==> config.mk <==
export PLATFORM = sky130hd
export DESIGN_NAME = ks_addsub_pipe_flat
export DESIGN_NICKNAME = d
export VERILOG_FILES = /design/src/rtl/ks_addsub_pipe_if.sv /design/src/rtl/ks_addsub_pipe.sv /design/src/flat_wrapper.sv
export SDC_FILE = /design/constraint.sdc
export NUM_CORES = 1
export LEC_CHECK = 0
export BUFFER_PORTS_ARGS = -buffer_cell sky130_fd_sc_hd__buf_2
export CAP_MARGIN = 20
export CORE_ASPECT_RATIO = 2
export CORE_MARGIN = 1
export CORE_UTILIZATION = 40
export CTS_BUF_LIST = sky130_fd_sc_hd__clkbuf_4 sky130_fd_sc_hd__clkbuf_8
export DETAILED_ROUTE_END_ITERATION = 6
export SETUP_SLACK_MARGIN = 0.2
export SKIP_CTS_REPAIR_TIMING = 1
export SLEW_MARGIN = 0
export SYNTH_ARGS = -nofsm -noshare
export SYNTH_HDL_FRONTEND = slang
export SYNTH_SLANG_ARGS = --single-unit
==> constraint.sdc <==
create_clock -name clk -period 2 [get_ports clk]
set_input_delay 0.2 -clock clk [delete_from_list [all_inputs] [get_ports clk]]
set_output_delay 0.2 -clock clk [all_outputs]
set_load 0.01 [all_outputs]
==> src/rtl/ks_addsub_pipe_if.sv <==
// Handshake bundle for the pipelined Kogge-Stone adder/subtractor.
// The operand side flows into the block and the result side flows out of it.
interface ks_addsub_pipe_if #(
  parameter int WIDTH = 16
);
  logic             in_valid;
  logic             in_ready;
  logic [WIDTH-1:0] in_a;
  logic [WIDTH-1:0] in_b;
  logic             in_cin;
  logic             in_sub;
  logic             out_valid;
  logic             out_ready;
  logic [WIDTH-1:0] out_sum;
  logic             out_cout;
  logic             out_ovf;
  logic             out_zero;

  modport master (
    output in_valid, in_a, in_b, in_cin, in_sub, out_ready,
    input  in_ready, out_valid, out_sum, out_cout, out_ovf, out_zero
  );

  modport slave (
    input  in_valid, in_a, in_b, in_cin, in_sub, out_ready,
    output in_ready, out_valid, out_sum, out_cout, out_ovf, out_zero
  );
endinterface

==> src/rtl/ks_addsub_pipe.sv <==
// Three-stage Kogge-Stone adder/subtractor: operand capture, lower prefix levels,
// then upper prefix levels plus sum/flag formation into the output register.
module ks_addsub_pipe #(
  parameter int WIDTH = 16,
  parameter int SPLIT = $clog2(WIDTH) / 2
) (
  input  logic          clk,
  input  logic          rst_n,
  ks_addsub_pipe_if.slave bus
);

  localparam int LEVELS = $clog2(WIDTH);

  function automatic logic [1:0] gp_combine(input logic g_hi, input logic p_hi,
                                            input logic g_lo, input logic p_lo);
    return {g_hi | (g_lo & p_hi), p_hi & p_lo};
  endfunction

  logic             vld_p0, vld_p1, vld_p2;
  logic             adv_p0, adv_p1, adv_p2;
  logic [WIDTH-1:0] b_mod;
  logic [WIDTH-1:0] g_p0, p_p0;
  logic             c0_p0;
  logic [WIDTH-1:0] g_s2, p_s2, g_t2, p_t2;
  logic [WIDTH-1:0] g_p1, p_p1, x_p1;
  logic             c0_p1;
  logic [WIDTH-1:0] g_s3, p_s3, g_t3, p_t3;
  logic [WIDTH-1:0] sum_s3;
  logic [WIDTH-1:0] sum_p2;
  logic             cout_p2, ovf_p2, zero_p2;

  // A stage may load whenever it is empty or its contents move on this edge.
  assign adv_p2       = ~vld_p2 | bus.out_ready;
  assign adv_p1       = ~vld_p1 | adv_p2;
  assign adv_p0       = ~vld_p0 | adv_p1;
  assign bus.in_ready = adv_p0;

  always_ff @(posedge clk or negedge rst_n) begin
    if (!rst_n) begin
      vld_p0 <= 1'b0;
      vld_p1 <= 1'b0;
      vld_p2 <= 1'b0;
    end else begin
      if (adv_p0) vld_p0 <= bus.in_valid;
      if (adv_p1) vld_p1 <= vld_p0;
      if (adv_p2) vld_p2 <= vld_p1;
    end
  end

  // ---- stage 1: operand conditioning and per-bit generate/propagate ----
  assign b_mod = bus.in_sub ? ~bus.in_b : bus.in_b;

  always_ff @(posedge clk) begin
    if (adv_p0) begin
      g_p0  <= bus.in_a & b_mod;
      p_p0  <= bus.in_a ^ b_mod;
      c0_p0 <= bus.in_sub | bus.in_cin;
    end
  end

  // ---- stage 2: carry-in folded into bit 0, then prefix levels 1..SPLIT ----
  always_comb begin
    g_s2    = g_p0;
    p_s2    = p_p0;
    g_s2[0] = g_p0[0] | (p_p0[0] & c0_p0);
    p_s2[0] = 1'b0;
    g_t2    = '0;
    p_t2    = '0;
    for (int l = 0; l < SPLIT; l++) begin
      g_t2 = g_s2;
      p_t2 = p_s2;
      for (int i = (1 << l); i < WIDTH; i++) begin
        {g_s2[i], p_s2[i]} = gp_combine(g_t2[i], p_t2[i], g_t2[i-(1<<l)], p_t2[i-(1<<l)]);
      end
    end
  end

  always_ff @(posedge clk) begin
    if (adv_p1) begin
      g_p1  <= g_s2;
      p_p1  <= p_s2;
      x_p1  <= p_p0;
      c0_p1 <= c0_p0;
    end
  end

  // ---- stage 3: remaining prefix levels; g_s3[i] is the carry out of bit i ----
  always_comb begin
    g_s3 = g_p1;
    p_s3 = p_p1;
    g_t3 = '0;
    p_t3 = '0;
    for (int l = SPLIT; l < LEVELS; l++) begin
      g_t3 = g_s3;
      p_t3 = p_s3;
      for (int i = (1 << l); i < WIDTH; i++) begin
        {g_s3[i], p_s3[i]} = gp_combine(g_t3[i], p_t3[i], g_t3[i-(1<<l)], p_t3[i-(1<<l)]);
      end
    end
    sum_s3 = x_p1 ^ {g_s3[WIDTH-2:0], c0_p1};
  end

  always_ff @(posedge clk or negedge rst_n) begin
    if (!rst_n) begin
      sum_p2  <= '0;
      cout_p2 <= 1'b0;
      ovf_p2  <= 1'b0;
      zero_p2 <= 1'b0;
    end else if (adv_p2 && vld_p1) begin
      sum_p2  <= sum_s3;
      cout_p2 <= g_s3[WIDTH-1];
      ovf_p2  <= g_s3[WIDTH-1] ^ g_s3[WIDTH-2];
      zero_p2 <= (sum_s3 == '0);
    end
  end

  assign bus.out_valid = vld_p2;
  assign bus.out_sum   = sum_p2;
  assign bus.out_cout  = cout_p2;
  assign bus.out_ovf   = ovf_p2;
  assign bus.out_zero  = zero_p2;

endmodule

==> src/flat_wrapper.sv <==
// flat-port wrapper written by rule: the top's interface ports become plain ports
module ks_addsub_pipe_flat 
#(
  parameter int WIDTH = 16,
  parameter int SPLIT = $clog2(WIDTH) / 2
)
  (clk, rst_n, bus_in_valid, bus_in_a, bus_in_b, bus_in_cin, bus_in_sub, bus_out_ready, bus_in_ready, bus_out_valid, bus_out_sum, bus_out_cout, bus_out_ovf, bus_out_zero);
  ks_addsub_pipe_if #(.WIDTH(WIDTH)) bus_i ();
  input  logic clk;
  input  logic rst_n;
  input wire logic [$bits(bus_i.in_valid)-1:0] bus_in_valid;
  input wire logic [$bits(bus_i.in_a)-1:0] bus_in_a;
  input wire logic [$bits(bus_i.in_b)-1:0] bus_in_b;
  input wire logic [$bits(bus_i.in_cin)-1:0] bus_in_cin;
  input wire logic [$bits(bus_i.in_sub)-1:0] bus_in_sub;
  input wire logic [$bits(bus_i.out_ready)-1:0] bus_out_ready;
  output wire logic [$bits(bus_i.in_ready)-1:0] bus_in_ready;
  output wire logic [$bits(bus_i.out_valid)-1:0] bus_out_valid;
  output wire logic [$bits(bus_i.out_sum)-1:0] bus_out_sum;
  output wire logic [$bits(bus_i.out_cout)-1:0] bus_out_cout;
  output wire logic [$bits(bus_i.out_ovf)-1:0] bus_out_ovf;
  output wire logic [$bits(bus_i.out_zero)-1:0] bus_out_zero;
  assign bus_i.in_valid = bus_in_valid;
  assign bus_i.in_a = bus_in_a;
  assign bus_i.in_b = bus_in_b;
  assign bus_i.in_cin = bus_in_cin;
  assign bus_i.in_sub = bus_in_sub;
  assign bus_i.out_ready = bus_out_ready;
  assign bus_in_ready = bus_i.in_ready;
  assign bus_out_valid = bus_i.out_valid;
  assign bus_out_sum = bus_i.out_sum;
  assign bus_out_cout = bus_i.out_cout;
  assign bus_out_ovf = bus_i.out_ovf;
  assign bus_out_zero = bus_i.out_zero;
  ks_addsub_pipe #(.WIDTH(WIDTH), .SPLIT(SPLIT)) u_core (.clk(clk), .rst_n(rst_n), .bus(bus_i));
endmodule
==> run_results.csv, run 1 <==
group,metric,value,unit
status,status,"complete, no violations",
run,cap_violations,0,
timing,finalHoldViolations,0,
power,p_leak,2.04,nW
worst_setup_path,rr_worst_depth,5,
worst_setup_path,r2r_slack,0.19,ns
min_path,hold_start,"bus_in_valid",
synthesis,synth_area,4200,um2
power,seq_power_share,0.559,
die,die_area,10900,um2
power,p_comb_frac,0.177,
power,internal_power,3.92,mW
min_path,worstHoldEndpoint,"u_core.vld_p0",
min_path,whs_path_depth,2,
clocking,htree_levels,3,
synthesis,yosysTopAreaCell,"edfxtp_1",
worst_setup_path,cp-start-kind,"register",
die,start_util,0.414,
drt,drt-initial-drc-count,46,
synthesis,synth-seq-cells,100,
worst_setup_path,arrival,2.13,ns
finish,layout_commonest_cell,"edfxtp_1",
finish,areaGrowthSynthToFinish,17.4,%
drt,routed_wl,6960,um
synthesis,synthMuxAreaShare,0.0107,
timing,rsz0062_at_grt,"yes",
synthesis,ys_dominant_reg_cell,"edfxtp_1",
drt,drtPass1Iterations,4,
finish,fin_cells,515,
synthesis,yosysWarningCount,0,
clocking,cts.sinks,100,
clocking,cts_tree,"done",
timing,max_slew_margin,0.675,
global_route,grt.overflow.total,0,
global_route,grt_pass1_wl,11300,um
drt,drt.antenna.violating_nets,0,
drt,wire_per_inst,13.5,um
drt,viasPerCell,4.77,
placed_design,placedCellCount,498,
worst_setup_path,worstSetupPathType,"reg2reg",
worst_setup_path,rr_endpoint,"u_core.bus.out_zero",
timing,fin_skew,0.00573,ns
clocking,clockBufferDepth,2,
drt,route.detailed.drc,0,
die,die_y,147,um
worst_setup_path,crit_fanout,3,
synthesis,synth_simple_gate_area_share,0.0903,
synthesis,synthXorXnorAreaFrac,0.0563,
clocking,numCtsBuffers,9,
die,die_w,74.5,um
synthesis,synth_fp_nets,359,
synthesis,async_reset_ff_frac,0.220,
placed_design,hpwl,5520,um
synthesis,synthCells,305,
global_route,grt.total_usage,0.143,
die,core,10100,um2
synthesis,synth_compound_area_frac,0.0971,
timing,finalCritPeriodShare,0.907,
placed_design,globalplace.congestion,0.744,
drt,vias,2459,
clocking,clk_latency,0.37,ns
synthesis,seq_area_frac_synth,0.689,
global_route,grt_pass1_vias,2455,
timing,tightestPinTransition,0.487,ns
timing,finalSetupTns,0,ns
clocking,cts-root-buf,"clkbuf_8",
synthesis,synthTopCellsByArea,"edfxtp_1, dfrtp_1, ha_1, xor2_1, nand2_1",
timing,maxSlewViolCount,0,
synthesis,synth_edf_count,78,
timing,min_period,1.81,ns
synthesis,yosysUniqueCellTypes,37,
synthesis,synth_fa_ha_area_frac,0.0477,
placed_design,io_buffers,58,
die,num_io_pins,59,
worst_setup_path,required,2.31,ns
worst_setup_path,rr_startpoint,"u_core.g_p1[1]",
global_route,grt_start_max_net_pins,47,
min_path,hp-class,"in2reg",
finish,n_antenna_cell,0,
synthesis,synth_top_family_by_area,"compound AO/OA/AOI/OAI gates",
timing,fmax,0.551,GHz
power,vdd_drop_max,0.436,mV
finish,drive_above_1_share,0.224,
finish,n_fill_cell,976,
synthesis,netlist.area_leader.share,0.558,
power,swShare,0.267,
finish,layout.cells.most_common_list,"edfxtp_1, buf_2, nand2_1",
finish,num-nets-final,429,
die,rows,52,
power,power.density,1080,nW/um2
worst_setup_path,crit_path_end_kind,"register",
timing,setup_viol,0,
global_route,antenna_found_initial,0,
synthesis,syn_avg_cell_area,13.8,um2
power,clock_power_share,0.265,
power,switching_power,1.42,mW
clocking,path_clk_slew,0.09,ns
==> synthesized netlist by cell type, types with 2 or more instances <==
library cell   n
o21ai_0       17
clkbuf_1       2
xnor2_1        5
xor2_1        22
nand2_1       35
and3_1         2
o21ai_1        2
buf_1          2
o22ai_1        2
ha_1          16
inv_1          5
a21oi_1       22
nand2b_1       8
a21o_1         6
mux2_2         3
and2_1         3
dfrtp_1       22
nor2_1        17
nand3_1        7
o31ai_1        4
o21bai_1       2
nor2b_1        3
a21boi_0       4
edfxtp_1      78
a211oi_1       4
==> power groups by stage <==
| stage | combinational, mW | clock (mW) | sequential (mW) |
|---|---|---|---|
| after floorplan | 0.532 | 0 | 3.05 |
| after global placement | 0.936 | 0 | 3.03 |
| after detailed placement | 0.958 | 0 | 3.04 |
| after CTS | 0.961 | 1.45 | 2.99 |
| after global routing | 1.08 | 1.53 | 3.04 |
| final | 0.943 | 1.41 | 2.98 |
==> final cells by class <==
cell class / count / area [um2] / share of cell area
Sequential cell: 100 / 2890 / 0.587
Multi-Input combinational cell: 195 / 1270 / 0.258
Timing Repair Buffer: 64 / 354 / 0.0718
Tap cell: 135 / 169 / 0.0342
Clock buffer: 11 / 151 / 0.0307
Clock inverter: 5 / 73.8 / 0.0150
Inverter: 5 / 18.8 / 0.00381
==> cells by family (layout without fill, tap and decap cells) <==
kind of cell,count (synthesis),after routing
AO/OA/AOI/OAI,67,67
XOR/XNOR,27,27
adder cells (fa/ha/maj),16,16
buffers and inverters,10,85
flip-flops,100,100
multiplexers,4,4
AND/OR/NAND/NOR,81,81
==> metal layers <==
metal,routed length (um),GRT usage
met1,2440,0.133
met5,0,0
met2,3970,0.259
met3,221,0.0281
met4,324,0.104
==> sequential cells by signal (all words and copies together) (netlist names) <==
name / count
u_core.p_p1: 12
u_core.g_p0: 16
u_core.vld_p1: 1
u_core.c0_p0: 1
u_core.bus.out_ovf: 1
u_core.bus.out_zero: 1
u_core.x_p1: 16
u_core.vld_p0: 1
u_core.bus.out_sum: 16
u_core.bus.out_cout: 1
u_core.bus.out_valid: 1
u_core.c0_p1: 1
u_core.p_p0: 16
u_core.g_p1: 16
==> worst max-delay path: stages, from the launching register on <==
cell and delay (ns):
edfxtp_1 0.44, xnor2_1 0.18, nand3_1 0.11, or4_4 0.57, nor4_2 0.27, a31o_1 0.18
==> per-stage QoR <==
stage                     utilization  total power, mW  instance area, um2  worst slack (ns)  hold WS [ns]
after floorplan                     -             3.58                4200            -0.167       -0.0956
after global placement          0.462             3.96                4690             0.195         0.187
after detailed placement        0.462             4.00                4690             0.159         0.197
after CTS                       0.484             5.41                4910             0.145        -0.209
after global routing            0.486             5.64                4930             0.134        0.0148
final                           0.486             5.34                4930             0.186        0.0217
==> worst max path at each step <==
stage / start / end / slack (ns) / cells after the start
global route: u_core.g_p1[1] / u_core.bus.out_zero / 0.13 / 5
detailed placement: u_core.g_p1[1] / u_core.bus.out_zero / 0.16 / 5
CTS: u_core.g_p1[1] / u_core.bus.out_zero / 0.14 / 5
finish: u_core.g_p1[1] / u_core.bus.out_zero / 0.19 / 5
global placement: u_core.g_p1[1] / u_core.bus.out_zero / 0.19 / 5
floorplan: u_core.bus.out_valid / u_core.c0_p0 / -0.17 / 1
(Power assumes the default switching activity.)
==> run 2, diff against run 1 <==
Settings changed: RECOVER_POWER set to 50.
==> run 2 against run 1 <==
Cell count did not move; sequential power about the same; register-to-register slack is essentially flat; worst hold slack hardly changed; largest power group unchanged; highest routed layer unchanged.
==> run_results.csv, run 2 (synthesis gave the netlist of run 1 again) <==
group,metric,value,unit
status,status,"complete, no violations",
timing,maxSlewViolCount,0,
worst_setup_path,cp_top_family,"simple AND/OR/NAND/NOR gates",
global_route,grt_start_max_net_pins,47,
finish,drive_above_1_share,0.174,
worst_setup_path,arrival,2.13,ns
die,core,10100,um2
global_route,antenna_found_initial,0,
timing,rsz0062_at_grt,"yes",
clocking,cts-root-buf,"clkbuf_8",
global_route,grt.total_usage,0.143,
drt,drt-initial-drc-count,46,
timing,max_slew_margin,0.217,
placed_design,hpwl,5520,um
die,rows,52,
finish,n_fill_cell,984,
global_route,grt_pass1_wl,11300,um
worst_setup_path,r2r_slack,0.19,ns
die,die_y,147,um
finish,layout_commonest_cell,"edfxtp_1",
drt,route.detailed.drc,0,
worst_setup_path,timing.critical_path.to,"u_core.bus.out_zero",
clocking,clk_latency,0.37,ns
worst_setup_path,crit_path_end_kind,"register",
worst_setup_path,required,2.31,ns
timing,min_period,1.81,ns
clocking,cts_tree,"done",
finish,layout.cells.most_common_list,"edfxtp_1, buf_2, nand2_1",
worst_setup_path,worstPathCellList,"xnor2_1, nand3_1, or4_4, nor4_2, a31o_1",
worst_setup_path,crit_buf_inv,0,
worst_setup_path,cp-start-kind,"register",
global_route,grt_pass1_vias,2455,
finish,fin_cells,515,
clocking,htree_levels,3,
placed_design,placed_area,4690,um2
power,total_power,5.31,mW
timing,finalHoldViolations,0,
die,start_util,0.414,
drt,drtPass1Iterations,4,
worst_setup_path,worst-path-stages,5,
finish,areaGrowthSynthToFinish,16.9,%
min_path,hp-class,"in2reg",
drt,viasPerCell,4.77,
power,vdd_drop_max,0.436,mV
timing,setup_viol,0,
worst_setup_path,worstSetupPathType,"reg2reg",
finish,num-nets-final,429,
timing,fin_skew,0.00573,ns
drt,vias,2458,
drt,drt.antenna.violating_nets,0,
worst_setup_path,rr_startpoint,"u_core.g_p1[1]",
placed_design,io_buffers,58,
run,cap_violations,0,
worst_setup_path,rr_worst_depth,5,
timing,tightestPinTransition,1.17,ns
global_route,grt.overflow.total,0,
clocking,clockBufferDepth,2,
worst_setup_path,critical_path.max_stage_delay,0.57,ns
die,die_area,10900,um2
placed_design,placedCellCount,498,
clocking,numCtsBuffers,9,
drt,routed_wl,6990,um
timing,fmax,0.551,GHz
die,num_io_pins,59,
worst_setup_path,crit_path_start,"u_core.g_p1[1]",
worst_setup_path,rr_endpoint,"u_core.bus.out_zero",
finish,postLayoutCoreUtil,0.484,
drt,wire_per_inst,13.6,um
finish,n_antenna_cell,0,
placed_design,globalplace.congestion,0.744,
clocking,cts.sinks,100,
timing,finalCritPeriodShare,0.907,
power,p_leak,1.99,nW
finish,final_area,4910,um2
worst_setup_path,crit_fanout,3,
die,die_w,74.5,um
clocking,path_clk_slew,0.09,ns
worst_setup_path,crit_slowest_cell,"or4_4",
power,power.density,1080,nW/um2
## run 2: changes by cell type in the layout (fill, tap and decap cells not counted), sizes merged
cell    change
buf        -19
clkbuf     +19
## run 2: through the flow
stage	hold WS, ns	setup TNS [ns]	worst slack (ns)
after global placement	0.187	0	0.195
final	0.0215	0	0.186
after detailed placement	0.197	0	0.159
after global routing	0.0148	0	0.134
after CTS	-0.209	0	0.145
after floorplan	-0.0956	-12.21	-0.167
## run 2: metal layers
layer	share of wire	wire length (um)	vias to the layer above	track usage
li1	-	-	1251	-
met1	0.35	2460	1126	0.133
met2	0.57	3970	62	0.259
met3	0.033	228	19	0.0281
met4	0.046	324	0	0.104
met5	0	0	-	0
## run 2: worst min-delay path by stage
stage,depth (start not counted),end,startpoint,slack [ns]
2_1_floorplan,0,u_core.bus.out_cout,rst_n,-0.1
3_3_place_gp,1,u_core.vld_p1,rst_n,0.19
3_5_place_dp,1,u_core.bus.out_valid,rst_n,0.20
4_1_cts,1,u_core.bus.out_valid,rst_n,-0.21
5_1_grt,2,u_core.vld_p0,bus_in_valid,0.01
6_report,2,u_core.vld_p0,bus_in_valid,0.02
## run 2: power by group
group	internal, mW	switching [mW]	total [mW]	leakage (nW)
sequential	2.73	0.255	2.99	1.08
clock	0.764	0.649	1.41	0.117
combinational	0.384	0.525	0.909	0.791
total	3.88	1.43	5.31	1.99
## run 2: area by class of cell
class | count | area (um2) | share of cell area
Inverter | 5 | 18.8 | 0.00382
Tap cell | 135 | 169 | 0.0344
Clock buffer | 11 | 151 | 0.0308
Timing Repair Buffer | 64 | 330 | 0.0673
Multi-Input combinational cell | 195 | 1270 | 0.259
Sequential cell | 100 | 2890 | 0.589
Clock inverter | 5 | 73.8 | 0.0150
==> run 3, diff against run 2 <==
Settings changed: PLACE_DENSITY_LB_ADDON set to 0.1.
==> run 3 against run 2 <==
Power shrank 0.11%; die area is the same; global-route usage shrank 0.18 points; cell count shrank 0.19%; critical path type unchanged; critical endpoint unchanged; largest cell class unchanged.
==> run_results.csv, run 3 (synthesis gave the netlist of run 1 again) <==
group,metric,value,unit
status,status,"complete, no violations",
global_route,antenna_found_initial,0,
timing,hold_ws,0.0273,ns
drt,drtPass1Iterations,4,
finish,layout.cells.most_common_list,"edfxtp_1, buf_2, nand2_1",
run,cap_violations,0,
finish,drive_above_1_share,0.179,
die,die_area,10900,um2
power,power.density,1080,nW/um2
min_path,hold_start,"bus_in_valid",
finish,layout_commonest_cell,"edfxtp_1",
placed_design,place_ws,0.166,ns
clocking,path_clk_slew,0.09,ns
clocking,cts-root-buf,"clkbuf_8",
global_route,grt.overflow.total,0,
worst_setup_path,cp_top_family,"simple AND/OR/NAND/NOR gates",
global_route,grt_start_max_net_pins,47,
placed_design,io_buffers,58,
drt,route.detailed.drc,0,
drt,routed_wl,6990,um
worst_setup_path,rr_endpoint,"u_core.bus.out_zero",
power,internal_power,3.85,mW
worst_setup_path,worstSetupPathType,"reg2reg",
power,vdd_drop_max,0.490,mV
global_route,grt_pass1_vias,2468,
worst_setup_path,crit_path_end_kind,"register",
timing,final.setup.worst_slack,0.240,ns
drt,viasPerCell,4.80,
clocking,clockBufferDepth,2,
clocking,numCtsBuffers,9,
worst_setup_path,rr_worst_depth,5,
worst_setup_path,worstPathCellList,"xnor2_1, nand3_1, or4_4, nor4_2, a31o_1",
drt,drt-initial-drc-count,62,
power,seq_power_share,0.563,
power,clock_power_share,0.266,
die,num_io_pins,59,
global_route,grt.total_usage,0.141,
finish,areaGrowthSynthToFinish,16.5,%
drt,drt.antenna.violating_nets,0,
die,die_w,74.5,um
clocking,cts_tree,"done",
timing,maxSlewViolCount,0,
timing,rsz0062_at_grt,"yes",
worst_setup_path,r2r_slack,0.24,ns
placed_design,hpwl,5430,um
timing,setup_viol,0,
finish,postLayoutCoreUtil,0.482,
timing,max_slew_margin,0.207,
worst_setup_path,rr_startpoint,"u_core.g_p1[1]",
clocking,clk_latency,0.36,ns
min_path,hp-class,"in2reg",
timing,finalCritPeriodShare,0.880,
power,total_power,5.31,mW
min_path,whs_path_depth,2,
timing,min_period,1.76,ns
power,switching_power,1.45,mW
worst_setup_path,arrival,2.07,ns
timing,fmax,0.568,GHz
drt,wire_per_inst,13.6,um
die,start_util,0.414,
power,p_comb_frac,0.171,
power,p_leak,1.97,nW
timing,tightestPinTransition,1.19,ns
timing,finalHoldViolations,0,
worst_setup_path,crit_fanout,2,
worst_setup_path,critical_path.max_stage_delay,0.57,ns
global_route,grt_pass1_wl,11400,um
timing,finalSetupTns,0,ns
die,die_y,147,um
min_path,worstHoldEndpoint,"u_core.vld_p0",
placed_design,globalplace.congestion,0.766,
worst_setup_path,required,2.31,ns
finish,num-nets-final,428,
worst_setup_path,cp-start-kind,"register",
worst_setup_path,crit_slowest_cell,"or4_4",
power,swShare,0.274,
finish,n_antenna_cell,0,
clocking,cts.sinks,100,
worst_setup_path,crit_buf_inv,0,
die,core,10100,um2
clocking,htree_levels,3,
die,rows,52,
drt,vias,2466,
timing,fin_skew,0.00653,ns
## run 3: cell types whose count changed in the layout (fill, tap and decap cells not counted), sizes merged
cell / change
clkbuf: -1
clkinvlp: +3
clkinv: -2
buf: -1
## run 3: layout make-up
cell class / count / area [um2]
Fill cell: 962 / 5260
Timing Repair Buffer: 63 / 309
Clock buffer: 10 / 138
Tap cell: 135 / 169
Inverter: 5 / 18.8
Multi-Input combinational cell: 195 / 1280
Sequential cell: 100 / 2890
Clock inverter: 6 / 87.6
## run 3: power by group through the flow
stage                     clock network, mW  registers [mW]  logic (mW)
final                                  1.41            2.99       0.910
after floorplan                           0            3.05       0.532
after global placement                    0            3.03       0.934
after global routing                   1.53            3.04        1.05
after CTS                              1.46            2.99       0.956
after detailed placement                  0            3.04       0.953
## run 3: how the worst max path moves through the flow
stage	startpoint	to	slack [ns]	depth (start not counted)
after floorplan	u_core.bus.out_valid	u_core.c0_p0	-0.17	1
after global placement	u_core.g_p1[1]	u_core.bus.out_zero	0.18	5
after detailed placement	u_core.g_p1[1]	u_core.bus.out_zero	0.17	5
after CTS	u_core.g_p1[1]	u_core.bus.out_zero	0.15	5
after global routing	u_core.vld_p1	u_core.x_p1[10]	0.11	2
final	u_core.g_p1[1]	u_core.bus.out_zero	0.24	5
## run 3: metal layers
layer | up-vias | routed length (um) | track usage
met2 | 47 | 3890 | 0.253
li1 | 1248 | - | -
met1 | 1158 | 2700 | 0.144
met3 | 13 | 249 | 0.0398
met4 | 0 | 155 | 0.0651
met5 | - | 0 | 0
## run 3: metrics by stage
stage	area, um2	std cells
detailed placement	4670	496
global placement	4670	496
floorplan	4200	305
CTS	4900	512
finish	4890	514
global route	4890	514
## run 3: worst register-to-register path: cells and delay by family (launching register included)
| family | cells | cell delay, ns |
|---|---|---|
| AOI/OAI and AO/OA | 1 | 0.17 |
| xor gates and xnor gates | 1 | 0.19 |
| DFF | 1 | 0.41 |
| and+or+nand+nor | 3 | 0.93 |
